==> src/rtl/fetch_pkg.sv <==
// Shared definitions for the fetch stage: next-PC select encodings,
// default reset PC, nop word and the F/D register bundle.
package fetch_pkg;

    localparam logic [1:0] NPC_SEL_SEQ    = 2'b00;
    localparam logic [1:0] NPC_SEL_BRANCH = 2'b01;
    localparam logic [1:0] NPC_SEL_JUMP   = 2'b10;
    localparam logic [1:0] NPC_SEL_JR     = 2'b11;

    localparam logic [31:0] DEFAULT_RESET_PC = 32'h0000_3000;
    localparam logic [31:0] NOP_WORD         = 32'h0000_0000;

    typedef struct packed {
        logic [31:0] pc;
        logic [31:0] instr;
    } if_id_t;

endpackage

==> src/rtl/f_npc.sv <==
// Combinational next-PC mux. Inputs: F_pc, D_pc, D_instr, npc_sel,
// Branch_or_not, D_rs_data. Output: npc (PC to load at the next edge).
module f_npc
    import fetch_pkg::*;
(
    input  logic [31:0] F_pc,
    input  logic [31:0] D_pc,
    input  logic [31:0] D_instr,
    input  logic [1:0]  npc_sel,
    input  logic        Branch_or_not,
    input  logic [31:0] D_rs_data,
    output logic [31:0] npc
);

    logic [31:0] br_off;

    assign br_off = {{14{D_instr[15]}}, D_instr[15:0], 2'b00};

    always_comb begin
        npc = F_pc + 32'd4;
        case (npc_sel)
            NPC_SEL_BRANCH: begin
                if (Branch_or_not) begin
                    npc = D_pc + 32'd4 + br_off;
                end
            end
            NPC_SEL_JUMP: npc = {D_pc[31:28], D_instr[25:0], 2'b00};
            NPC_SEL_JR:   npc = D_rs_data;
            default:      ;
        endcase
    end

endmodule

==> src/rtl/f_fetch_unit.sv <==
// Fetch stage: PC register, F/D pipeline register, stall gating.
// Ports: clk, reset (sync, active-low), stall, npc_sel, Branch_or_not,
// D_rs_data, F_instr in; F_pc, D_pc, D_instr out.
// Optional macro FETCH_ADEL_EN adds D_exc_adel (fetch address fault).
module f_fetch_unit
    import fetch_pkg::*;
#(
    parameter logic [31:0] RESET_PC = DEFAULT_RESET_PC,
    parameter logic [31:0] IM_BASE  = 32'h0000_3000,
    parameter int unsigned IM_WORDS = 4096
) (
    input  logic        clk,
    input  logic        reset,
    input  logic        stall,
    input  logic [1:0]  npc_sel,
    input  logic        Branch_or_not,
    input  logic [31:0] D_rs_data,
    input  logic [31:0] F_instr,
    output logic [31:0] F_pc,
    output logic [31:0] D_pc,
    output logic [31:0] D_instr
`ifdef FETCH_ADEL_EN
    ,
    output logic        D_exc_adel
`endif
);

    logic [31:0] npc;
    if_id_t      fd_q;

    f_npc u_npc (
        .F_pc          (F_pc),
        .D_pc          (fd_q.pc),
        .D_instr       (fd_q.instr),
        .npc_sel       (npc_sel),
        .Branch_or_not (Branch_or_not),
        .D_rs_data     (D_rs_data),
        .npc           (npc)
    );

    assign D_pc    = fd_q.pc;
    assign D_instr = fd_q.instr;

`ifdef FETCH_ADEL_EN
    // 33-bit end bound so a window touching 2^32 still compares correctly.
    localparam logic [32:0] IM_END =
        {1'b0, IM_BASE} + (33'(IM_WORDS) << 2);

    logic fetch_fault;

    assign fetch_fault = (F_pc[1:0] != 2'b00)
                       || (F_pc < IM_BASE)
                       || ({1'b0, F_pc} >= IM_END);
`endif

    always_ff @(posedge clk) begin
        if (!reset) begin
            F_pc       <= RESET_PC;
            fd_q.pc    <= 32'h0;
            fd_q.instr <= NOP_WORD;
`ifdef FETCH_ADEL_EN
            D_exc_adel <= 1'b0;
`endif
        end else if (!stall) begin
            F_pc       <= npc;
            fd_q.pc    <= F_pc;
`ifdef FETCH_ADEL_EN
            // Faulting fetch enters D as a nop tagged with the bad PC.
            fd_q.instr <= fetch_fault ? NOP_WORD : F_instr;
            D_exc_adel <= fetch_fault;
`else
            fd_q.instr <= F_instr;
`endif
        end
    end

endmodule

==> config.mk <==
export PLATFORM = sky130hd
export DESIGN_NAME = f_fetch_unit
export DESIGN_NICKNAME = d
export VERILOG_FILES = /design/src/rtl/fetch_pkg.sv /design/src/rtl/f_npc.sv /design/src/rtl/f_fetch_unit.sv
export SDC_FILE = /design/constraint.sdc
export NUM_CORES = 1
export LEC_CHECK = 0
export ABC_AREA = 1
export BUFFER_PORTS_ARGS = -buffer_cell sky130_fd_sc_hd__buf_2
export CAP_MARGIN = 20
export CORE_ASPECT_RATIO = 2
export CORE_MARGIN = 4
export CORE_UTILIZATION = 45
export DETAILED_ROUTE_END_ITERATION = 10
export PLACE_DENSITY_LB_ADDON = 0.08
export SLEW_MARGIN = 40
export SYNTH_ARGS = -nofsm -noshare
export SYNTH_HDL_FRONTEND = slang
export SYNTH_HIERARCHICAL = 1
export SYNTH_SLANG_ARGS = --single-unit
==> constraint.sdc <==
create_clock -name clk -period 2.9 [get_ports clk]
set_input_delay 0.145 -clock clk [delete_from_list [all_inputs] [get_ports clk]]
set_output_delay 0.145 -clock clk [all_outputs]
set_load 0.005 [all_outputs]
==> qor.yml <==
outcome:
  status: "complete, no violations"
cells_and_area:
  final_util: 0.5403
  drive_gt1_frac: 0.1411
  layout_commonest_cell: "nand2_1"
  diodes: 0
  final_cell_mix: "nand2_1, nor2_1, inv_1"
  nets: 1832
  layoutNonFillerInstCount: 1963
  fillers: 2093
  area_growth_pct: 17.93
flow_run:
  drv_cap: 0
logic_synthesis:
  yosys_warnings: 6
  mappedNetlistArea_mm2: 0.008670
  syn_area_per_cell_um2: 5.700
  synth_nets: 1650
  ys_types: 40
  ys_ff_latch: 96
  synth_cells: 1521
  synth_seq_area_share: 0.2217
drt:
  num_vias: 9883
  vias_per_cell: 5.035
  ant_nets: 0
  dr.first_iter.drc_count: 586
  wl_um: 32510
  drt_pass1_iterations: 5
  drc_errors: 0
  wl_per_cell_um: 16.56
clock_tree:
  path_clk_slew_ns: 0.08
  htree_levels: 3
  cts_buffers: 9
  clock-root-buffer: "clkbuf_16"
  clk_latency_ns: 0.36
  cts_setup_buffers: 0
  tritoncts: "yes"
  cts_max_path_buffers: 2
  clock_sinks: 96
sta:
  relSlewSlack: 0.4767
  finalHoldViolCount: 0
  rsz0062_at_grt: "false"
  fin_crit_sh: 0.9314
  slew_violations: 0
  clock.fmax_ghz: 0.3702
  fin_crit_ns: 2.701
  setup_viol: 0
  fin_worst_skew_ns: 0.008563
  tightest_slew_ns: 0.7849
  holdWs_ns: 0.01060
  tns_ns: 0
setup_path:
  critical_path.cell_chain: "inv_1, ha_1, inv_1, ha_1, inv_1, fa_1, inv_1, nand3_1, nand3_2, nand2_1, nand2_1, nand3_1, nand3_1, nand3_1, nand2_1, nand3b_1, nor2_1, nor2_1"
  max_stage_delay_ns: 0.35
  cp.required_ns: 3.16
  endpoint_kind: "flip-flop"
  worstPathMaxFanout: 6
  worst_setup_path_start_kind: "flip-flop"
  critical_path_class: "flip-flop to flip-flop"
  critical_path_arrival_ns: 2.96
  crit_slowest_cell: "dfxtp_1"
pwr:
  ir_drop_v: 0.0002567
  p_per_area_mw_per_mm2: 392.0
  switching_share: 0.3622
  power_w: 0.004007
  leakagePower_nw: 5.763
  p_switching_w: 0.001451
  pwr-share-clk: 0.328
  combPwrFrac: 0.288
  p_seq_frac: 0.385
  intPower_w: 0.002556
worst_hold_path:
  holdCritPathClass: "input pin to flip-flop"
floorplan:
  initial_core_util: 0.4582
  io-pin-count: 166
  core_area_mm2: 0.01892
  fp-row-count: 71
  die_height_um: 204.3
  die_area_mm2: 0.02168
  fp.dieW_um: 106.1
placed_design:
  gp_congestion: 1.030
  post-place-cells: 1923
  io_buffers: 165
  post-dp-hpwl_um: 25420
global_route:
  grt_pass1_wl_um: 50770
  grt_pass1_vias: 9653
  grt_max_degree: 97
  grt_overflow: 0
  track_usage: 0.3012
  antenna_found_initial: 0
[power groups by stage]
stage | logic [W] | registers [W] | clock network, W
2_1_floorplan | 0.000721 | 0.00155 | 0
3_3_place_gp | 0.00111 | 0.00157 | 0
3_5_place_dp | 0.00112 | 0.00157 | 0
4_1_cts | 0.00115 | 0.00154 | 0.00136
5_1_grt | 0.00130 | 0.00156 | 0.00139
6_report | 0.00115 | 0.00154 | 0.00131
[layer usage]
layer | GRT usage | vias up | part of all wire
li1 | - | 5003 | -
met1 | 0.3110 | 4471 | 0.37
met2 | 0.5701 | 310 | 0.52
met3 | 0.03636 | 99 | 0.046
met4 | 0.1755 | 0 | 0.062
met5 | 0 | - | 0
[sequential cells by signal (all words and copies together), names as in the netlist]
register  count
D_pc         32
D_instr      32
F_pc         32
[metrics by stage]
step	cell area, µm²	setup slack, ns
final	10220	0.1989
after global routing	10220	0.03397
after detailed placement	9666	0.1482
after CTS	10210	0.1232
after floorplan	8670	0.5982
after global placement	9662	0.1687
[area by class of cell]
| class | count | area [µm²] | area share |
|---|---|---|---|
| clock buffer | 9 | 225.2 | 0.02203 |
| clock inverter | 7 | 82.58 | 0.008077 |
| inverter | 261 | 979.7 | 0.09583 |
| multi-input combinational | 1116 | 5354 | 0.5237 |
| sequential | 96 | 1922 | 0.1880 |
| tap | 255 | 319.1 | 0.03121 |
| timing repair buffer | 219 | 1341 | 0.1312 |
[worst max-delay path, delay by kind of cell (launching register included)]
kind	cells	cell delay (ns)
adder cells (fa/ha/maj)	3	0.76
buffers and inverters	4	0.33
AND/OR/NAND/NOR	11	1.13
flip-flops	1	0.35
[final timing paths]
kind | start | endpoint | slack (ns) | depth (start not counted)
max reg2reg | D_instr[0]$_SDFFE_PN0N_ | F_pc[17]$_SDFFE_PN0N_ | 0.20 | 18
min reg2reg | D_instr[31]$_SDFFE_PN0N_ | D_instr[31]$_SDFFE_PN0N_ | 0.51 | 4
min | F_instr[25] | D_instr[25]$_SDFFE_PN0N_ | 0.01 | 3
max | D_instr[0]$_SDFFE_PN0N_ | F_pc[17]$_SDFFE_PN0N_ | 0.20 | 18
[repair_timing]
| action | CTS | global route |
|---|---|---|
| gates resized for setup | 0 | 2 |
| setup endpoints to repair | 0 | 6 |
| hold endpoints to repair | 24 | 0 |
| hold buffers | 24 | 0 |
[synth_stat cells]
| library cell | n | area, µm² |
|---|---|---|
| a21o_1 | 1 | 7.510 |
| and2_1 | 2 | 12.51 |
| xnor2_1 | 3 | 26.28 |
| nor3_1 | 9 | 45.04 |
| buf_4 | 3 | 22.52 |
| clkbuf_8 | 6 | 82.58 |
| o21ai_0 | 17 | 85.08 |
| a21oi_1 | 50 | 250.2 |
| or2_1 | 2 | 12.51 |
| inv_2 | 3 | 11.26 |
| nor2_4 | 5 | 56.30 |
| clkbuf_1 | 9 | 33.78 |
| dfxtp_1 | 96 | 1922 |
| inv_1 | 257 | 964.7 |
| nand2_2 | 3 | 18.77 |
| nand3_2 | 1 | 10.01 |
| ha_1 | 58 | 725.7 |
| a21boi_0 | 1 | 7.510 |
| o21bai_1 | 2 | 15.01 |
| a22oi_1 | 1 | 7.510 |
| nor2_1 | 259 | 972.2 |
| nor3b_1 | 1 | 7.510 |
| nand3b_1 | 10 | 75.07 |
| nor2_2 | 9 | 56.30 |
| o211ai_1 | 6 | 45.04 |
| clkinv_1 | 1 | 3.750 |
| or2_0 | 1 | 6.260 |
| fa_1 | 1 | 20.02 |
| nand3_1 | 88 | 440.4 |
| o2111ai_1 | 3 | 26.28 |
| nand4_1 | 11 | 68.82 |
| buf_6 | 22 | 247.7 |
| buf_2 | 8 | 40.04 |
| o21ai_1 | 7 | 35.03 |
| nand2_1 | 527 | 1978 |
| nand2_4 | 1 | 11.26 |
| a22o_1 | 21 | 183.9 |
| nor3_2 | 2 | 20.02 |
| or2_2 | 3 | 18.77 |
| xor2_1 | 11 | 96.34 |
[logic make-up after synthesis]
kind of cell	after synthesis	synth area share
AO/OA/AOI/OAI	109	0.07649
XOR/XNOR	14	0.01414
adder cells (fa/ha/maj)	59	0.08602
buffers and inverters	309	0.1622
flip-flops	96	0.2217
AND/OR/NAND/NOR	934	0.4395
No activity file was read; power rests on OpenSTA's default activity.
